--- config.mk ---
export PLATFORM = sky130hd
export DESIGN_NAME = counter_table
export DESIGN_NICKNAME = d
export VERILOG_FILES = /design/src/rtl/counter_table.sv
export SDC_FILE = /design/constraint.sdc
export NUM_CORES = 1
export LEC_CHECK = 0
export BUFFER_PORTS_ARGS = -buffer_cell sky130_fd_sc_hd__buf_2
export CORE_MARGIN = 3
export CORE_UTILIZATION = 40
export CTS_CLUSTER_DIAMETER = 100
export DETAILED_ROUTE_END_ITERATION = 12
export PLACE_DENSITY = 0.64
export REMOVE_ABC_BUFFERS = 1
export SLEW_MARGIN = 30
export SYNTH_ARGS = -nofsm -noshare
export SYNTH_HDL_FRONTEND = slang
export SYNTH_SLANG_ARGS = --single-unit
export TNS_END_PERCENT = 1
--- constraint.sdc ---
create_clock -name clk -period 2.6 [get_ports clk]
set_input_delay 0.26 -clock clk [delete_from_list [all_inputs] [get_ports clk]]
set_output_delay 0.26 -clock clk [all_outputs]
set_load 0.01 [all_outputs]
--- src/rtl/counter_table.sv ---
// counter_table: table of saturating counters with two combinational read
// ports, a read-modify-write update port and a raw write port. A reset-driven
// sweep loads init_value into every entry before the table reports ready.
//
// Optional feature: define COUNTER_TABLE_BYPASS_EN to forward the value being
// committed this cycle to any read port addressing the same entry.
//
// state | meaning
// INIT  | sweeping init_value into entry ptr_q, reads return init_value
// READY | table live, reads/updates/writes honoured

module counter_table #(
    parameter int width      = 2,
    parameter int index_bits = 5,
    parameter int init_value = 1
) (
    input  logic                  clk,
    input  logic                  reset_n,
    input  logic [index_bits-1:0] read1_index,
    input  logic [index_bits-1:0] read2_index,
    output logic [width-1:0]      data1_out,
    output logic [width-1:0]      data2_out,
    input  logic                  update,
    input  logic [index_bits-1:0] update_index,
    input  logic                  taken,
    input  logic                  write,
    input  logic [index_bits-1:0] write_index,
    input  logic [width-1:0]      datain,
    output logic                  ready
);

    localparam int              depth    = 2 ** index_bits;
    localparam logic [width-1:0] init_val = width'(init_value);
    localparam logic [width-1:0] cnt_max  = '1;
    localparam logic [width-1:0] cnt_one  = width'(1);

    typedef enum logic {
        INIT  = 1'b0,
        READY = 1'b1
    } state_t;

    state_t                  state_q;
    state_t                  state_d;
    logic [index_bits-1:0]   ptr_q;
    logic [width-1:0]        mem [depth];
    logic [width-1:0]        upd_old;
    logic [width-1:0]        upd_val;
    logic                    update_en;

    // State register and sweep pointer; reset restarts the sweep from entry 0
    always_ff @(posedge clk) begin
        if (!reset_n) begin
            state_q <= INIT;
            ptr_q   <= '0;
        end else begin
            state_q <= state_d;
            if (state_q == INIT) begin
                ptr_q <= ptr_q + 1'b1;
            end
        end
    end

    // Next state: leave INIT on the edge that writes the last entry
    always_comb begin
        state_d = state_q;
        if (state_q == INIT && ptr_q == '1) begin
            state_d = READY;
        end
    end

    // Saturating next value for the update port; a same-index write wins
    always_comb begin
        upd_old   = mem[update_index];
        upd_val   = upd_old;
        if (taken) begin
            if (upd_old != cnt_max) upd_val = upd_old + cnt_one;
        end else begin
            if (upd_old != '0) upd_val = upd_old - cnt_one;
        end
        update_en = update && !(write && (write_index == update_index));
    end

    // Table storage: sweep writes in INIT, update/write commits in READY
    always_ff @(posedge clk) begin
        if (reset_n) begin
            if (state_q == INIT) begin
                mem[ptr_q] <= init_val;
            end else begin
                if (update_en) mem[update_index] <= upd_val;
                if (write)     mem[write_index]  <= datain;
            end
        end
    end

    // Outputs: ready decodes the state flop directly, reads are combinational
    always_comb begin
        ready     = (state_q == READY);
        data1_out = init_val;
        data2_out = init_val;
        if (state_q == READY) begin
            data1_out = mem[read1_index];
            data2_out = mem[read2_index];
`ifdef COUNTER_TABLE_BYPASS_EN
            if (update_en && update_index == read1_index) data1_out = upd_val;
            if (update_en && update_index == read2_index) data2_out = upd_val;
            if (write && write_index == read1_index)      data1_out = datain;
            if (write && write_index == read2_index)      data2_out = datain;
`endif
        end
    end

endmodule

==> flow_metrics.py <==
metrics = {
    "detailed_routing": {
        "route.met3.wl_um": 963,
        "ant_nets": 0,
        "top_layer": "met5",
        "wire_per_inst_um": 23.5,
        "viasPerCell": 6.14,
        "wirelength_met1_um": 6220,
        "drtIter0Drc": 313,
        "detail_route.first_pass.iterations": 5,
        "route.met2.wl_um": 7500,
        "routed_wirelength_um": 15200,
        "vias": 3966,
        "drc": 0,
    },
    "job": {
        "drv_cap": 0,
    },
    "logic_synthesis": {
        "ys_ff_latch": 70,
        "synth_enable_flop_cells": 64,
        "synth_top_cell_by_area": "edfxtp_1",
        "synth.most_common_cell": "edfxtp_1",
        "yosys.area.top_type_share_pct": 35.4,
        "synthCells": 403,
        "postSynthAreaPerCell_um2": 13.5,
        "netlist_area_um2": 5420,
        "async_flop_share_pct": 0,
        "yosys-top-cells-count": "edfxtp_1, mux4_2, nand2_1, mux2_2, o21ai_0",
        "synth_ff_type": "edfxtp_1",
        "synth.area.top_cells": "edfxtp_1, mux4_2, mux2_4, mux2_2, mux2i_1",
        "synth_seq_area_share_pct": 37.7,
        "yosysWarnings": 0,
        "yosysUniqueCellTypes": 43,
    },
    "global_routing": {
        "grt_pass1_vias": 4080,
        "grt.total_usage_pct": 21.4,
        "grt_pass1_wl_um": 23700,
        "grt-ovfl-total": 0,
        "antenna_found_initial": 2,
        "grt_max_degree": 33,
    },
    "worst_setup_path": {
        "r2r-end": "mem[23][1]",
        "path_class": "reg2reg",
        "crit_end": "mem[23][1]",
        "cp_max_fo": 16,
        "end_kind": "flip-flop",
        "rr_startpoint": "mem[7][0]",
        "cp.required_ns": 2.68,
        "cp-start-kind": "flip-flop",
        "crit_family": "multiplexers",
        "cpPeakStageDelay_ns": 0.62,
        "worstPathCellList": "mux4_4 -> mux4_2 -> mux2_4 -> a31oi_4 -> nor3_4 -> buf_6 -> mux2_4",
        "r2r_setup_slack_ns": -0.14,
        "crit_start": "mem[7][0]",
        "reg2regPathDepth": 7,
        "slowest_stage": "mux4_4",
        "path_buf_inv": 1,
        "crit_top_cell": "mux2_4",
        "crit_arrival_ns": 2.83,
        "path_depth": 7,
    },
    "sta": {
        "setup_slack_ns": -0.144,
        "report.final.setup_viol": 32,
        "rsz0062_at_grt": "yes",
        "drv_slew": 0,
        "final.min_clock_period_ns": 2.74,
        "worst_slew_pin_slew_ns": 0.675,
        "fmax_mhz": 364,
        "finalCritPeriodShare_pct": 106,
        "finClkSkew_ns": 0.00717,
        "relSlewSlack_pct": 55.0,
        "hold_viol_final": 0,
    },
    "clock_tree": {
        "cts.htree.levels": 3,
        "cts_tree": "built",
        "clk_latency_ns": 0.34,
        "cts_buffer_depth": 2,
        "cts.sinks": 70,
        "path_clk_slew_ns": 0.05,
        "cts_root_buffer": "clkbuf_16",
        "post_cts_buffers": 0,
        "cts_made_buffers": 9,
        "hold_buffers": 0,
    },
    "final_layout": {
        "fin_util_pct": 49.3,
        "multi_input_area_um2": 3200,
        "regArea_um2": 2040,
        "drive_gt1_share_pct": 48.5,
        "area_growth_pct": 17.6,
        "diodes": 0,
        "n_fill_cell": 1164,
        "nets": 498,
    },
    "worst_hold_path": {
        "hold_class": "in2reg",
        "hold_start": "reset_n",
    },
    "die": {
        "die_h_um": 122,
        "die_w_um": 122,
        "die-area_um2": 15000,
        "coreArea_um2": 12900,
        "num_rows": 41,
        "initial_core_util_pct": 41.9,
        "io_pins": 32,
    },
    "power_and_ir_drop": {
        "p_switching_w": 0.000637,
        "p_clk_share_pct": 41.3,
        "ir_drop_v": 0.000226,
        "sw_frac_of_total_pct": 24.2,
        "power.internal_w": 0.00199,
        "sequentialPowerShare_pct": 46.8,
        "pwr-share-comb_pct": 11.9,
        "powerDensity_nw_per_um2": 413,
        "p_leak_nw": 2.32,
    },
    "status": {
        "status": "finished with violations",
        "violations": "setup timing",
    },
    "placement": {
        "dp_hpwl_um": 11400,
        "port_buffers": 31,
        "globalplace.congestion": 0.878,
        "post-place-ws_ns": -0.335,
    },
}
-- power by group through the flow --
| stage | Combinational [W] | Sequential (W) | Clock [W] |
|---|---|---|---|
| after floorplan | 0.000128 | 0.00125 | 0 |
| after global placement | 0.000301 | 0.00125 | 0 |
| after detailed placement | 0.000305 | 0.00125 | 0 |
| after CTS | 0.000310 | 0.00123 | 0.00109 |
| after global routing | 0.000333 | 0.00123 | 0.00115 |
| final | 0.000314 | 0.00123 | 0.00109 |
-- state kept, by name (all words and copies together), names as in the netlist --
signal / cells
mem: 64
ptr_q: 5
ready: 1
-- routing by layer --
metal  up-vias  track usage [%]
li1       1762                -
met1      1993             27.5
met2       170             36.2
met3        37             3.59
met4         4             8.26
met5         -                0
-- kinds of logic (layout without fill, tap and decap cells) --
kind of cell / count (synthesis) / count (layout) / share of synthesized area (%)
muxes: 139 / 139 / 41.3
and+or+nand+nor: 85 / 85 / 8.42
DFF: 70 / 70 / 37.7
AOI/OAI and AO/OA: 61 / 61 / 6.83
buffers and inverters: 38 / 109 / 4.04
xor gates and xnor gates: 8 / 8 / 1.29
adders and majority gates: 2 / 2 / 0.462
-- stage by stage --
step                hold slack (ns)  instance area [um^2]  cells  total power [W]  TNS [ns]
finish                        0.248                  6370    646          0.00263     -4.17
global route                  0.267                  6370    646          0.00271     -8.53
CTS                           0.241                  6350    646          0.00263     -3.85
detailed placement            0.593                  6070    630          0.00156    -21.73
global placement              0.589                  6070    630          0.00155    -18.98
floorplan                     0.377                  5210    367          0.00138    -11.67
-- cell type report --
| type | instances | area share (%) |
|---|---|---|
| Clock buffer | 10 | 3.59 |
| Clock inverter | 6 | 0.452 |
| Inverter | 2 | 0.118 |
| Multi-Input combinational cell | 295 | 50.2 |
| Sequential cell | 70 | 32.0 |
| Tap cell | 172 | 3.38 |
| Timing Repair Buffer | 91 | 10.2 |
-- worst min-delay path by stage --
| stage | endpoint | slack, ns | cells after the start |
|---|---|---|---|
| after global placement | ready | 0.59 | 2 |
| after detailed placement | ptr_q[1] | 0.59 | 2 |
| after CTS | ready | 0.24 | 2 |
| final | ready | 0.25 | 2 |
| after global routing | ready | 0.27 | 2 |
| after floorplan | ready | 0.38 | 1 |
-- cell usage in the layout (no fill, tap or decap), types with 14 or more instances in the layout --
cell and count:
mux2i_1 22, buf_2 31, o21ai_1 14, mux2_4 31, o21ai_0 23, buf_4 55, mux4_2 51, edfxtp_1 64
nand2_1 37, mux2_2 34
-- what timing repair did --
| item | in CTS | in global routing |
|---|---|---|
| resized for setup | 4 | 15 |
| hold endpoints to repair | 0 | 0 |
| endpoints found under the setup margin | 32 | 99 |
| pin swaps | 0 | 1 |
(Power assumes the default switching activity.)
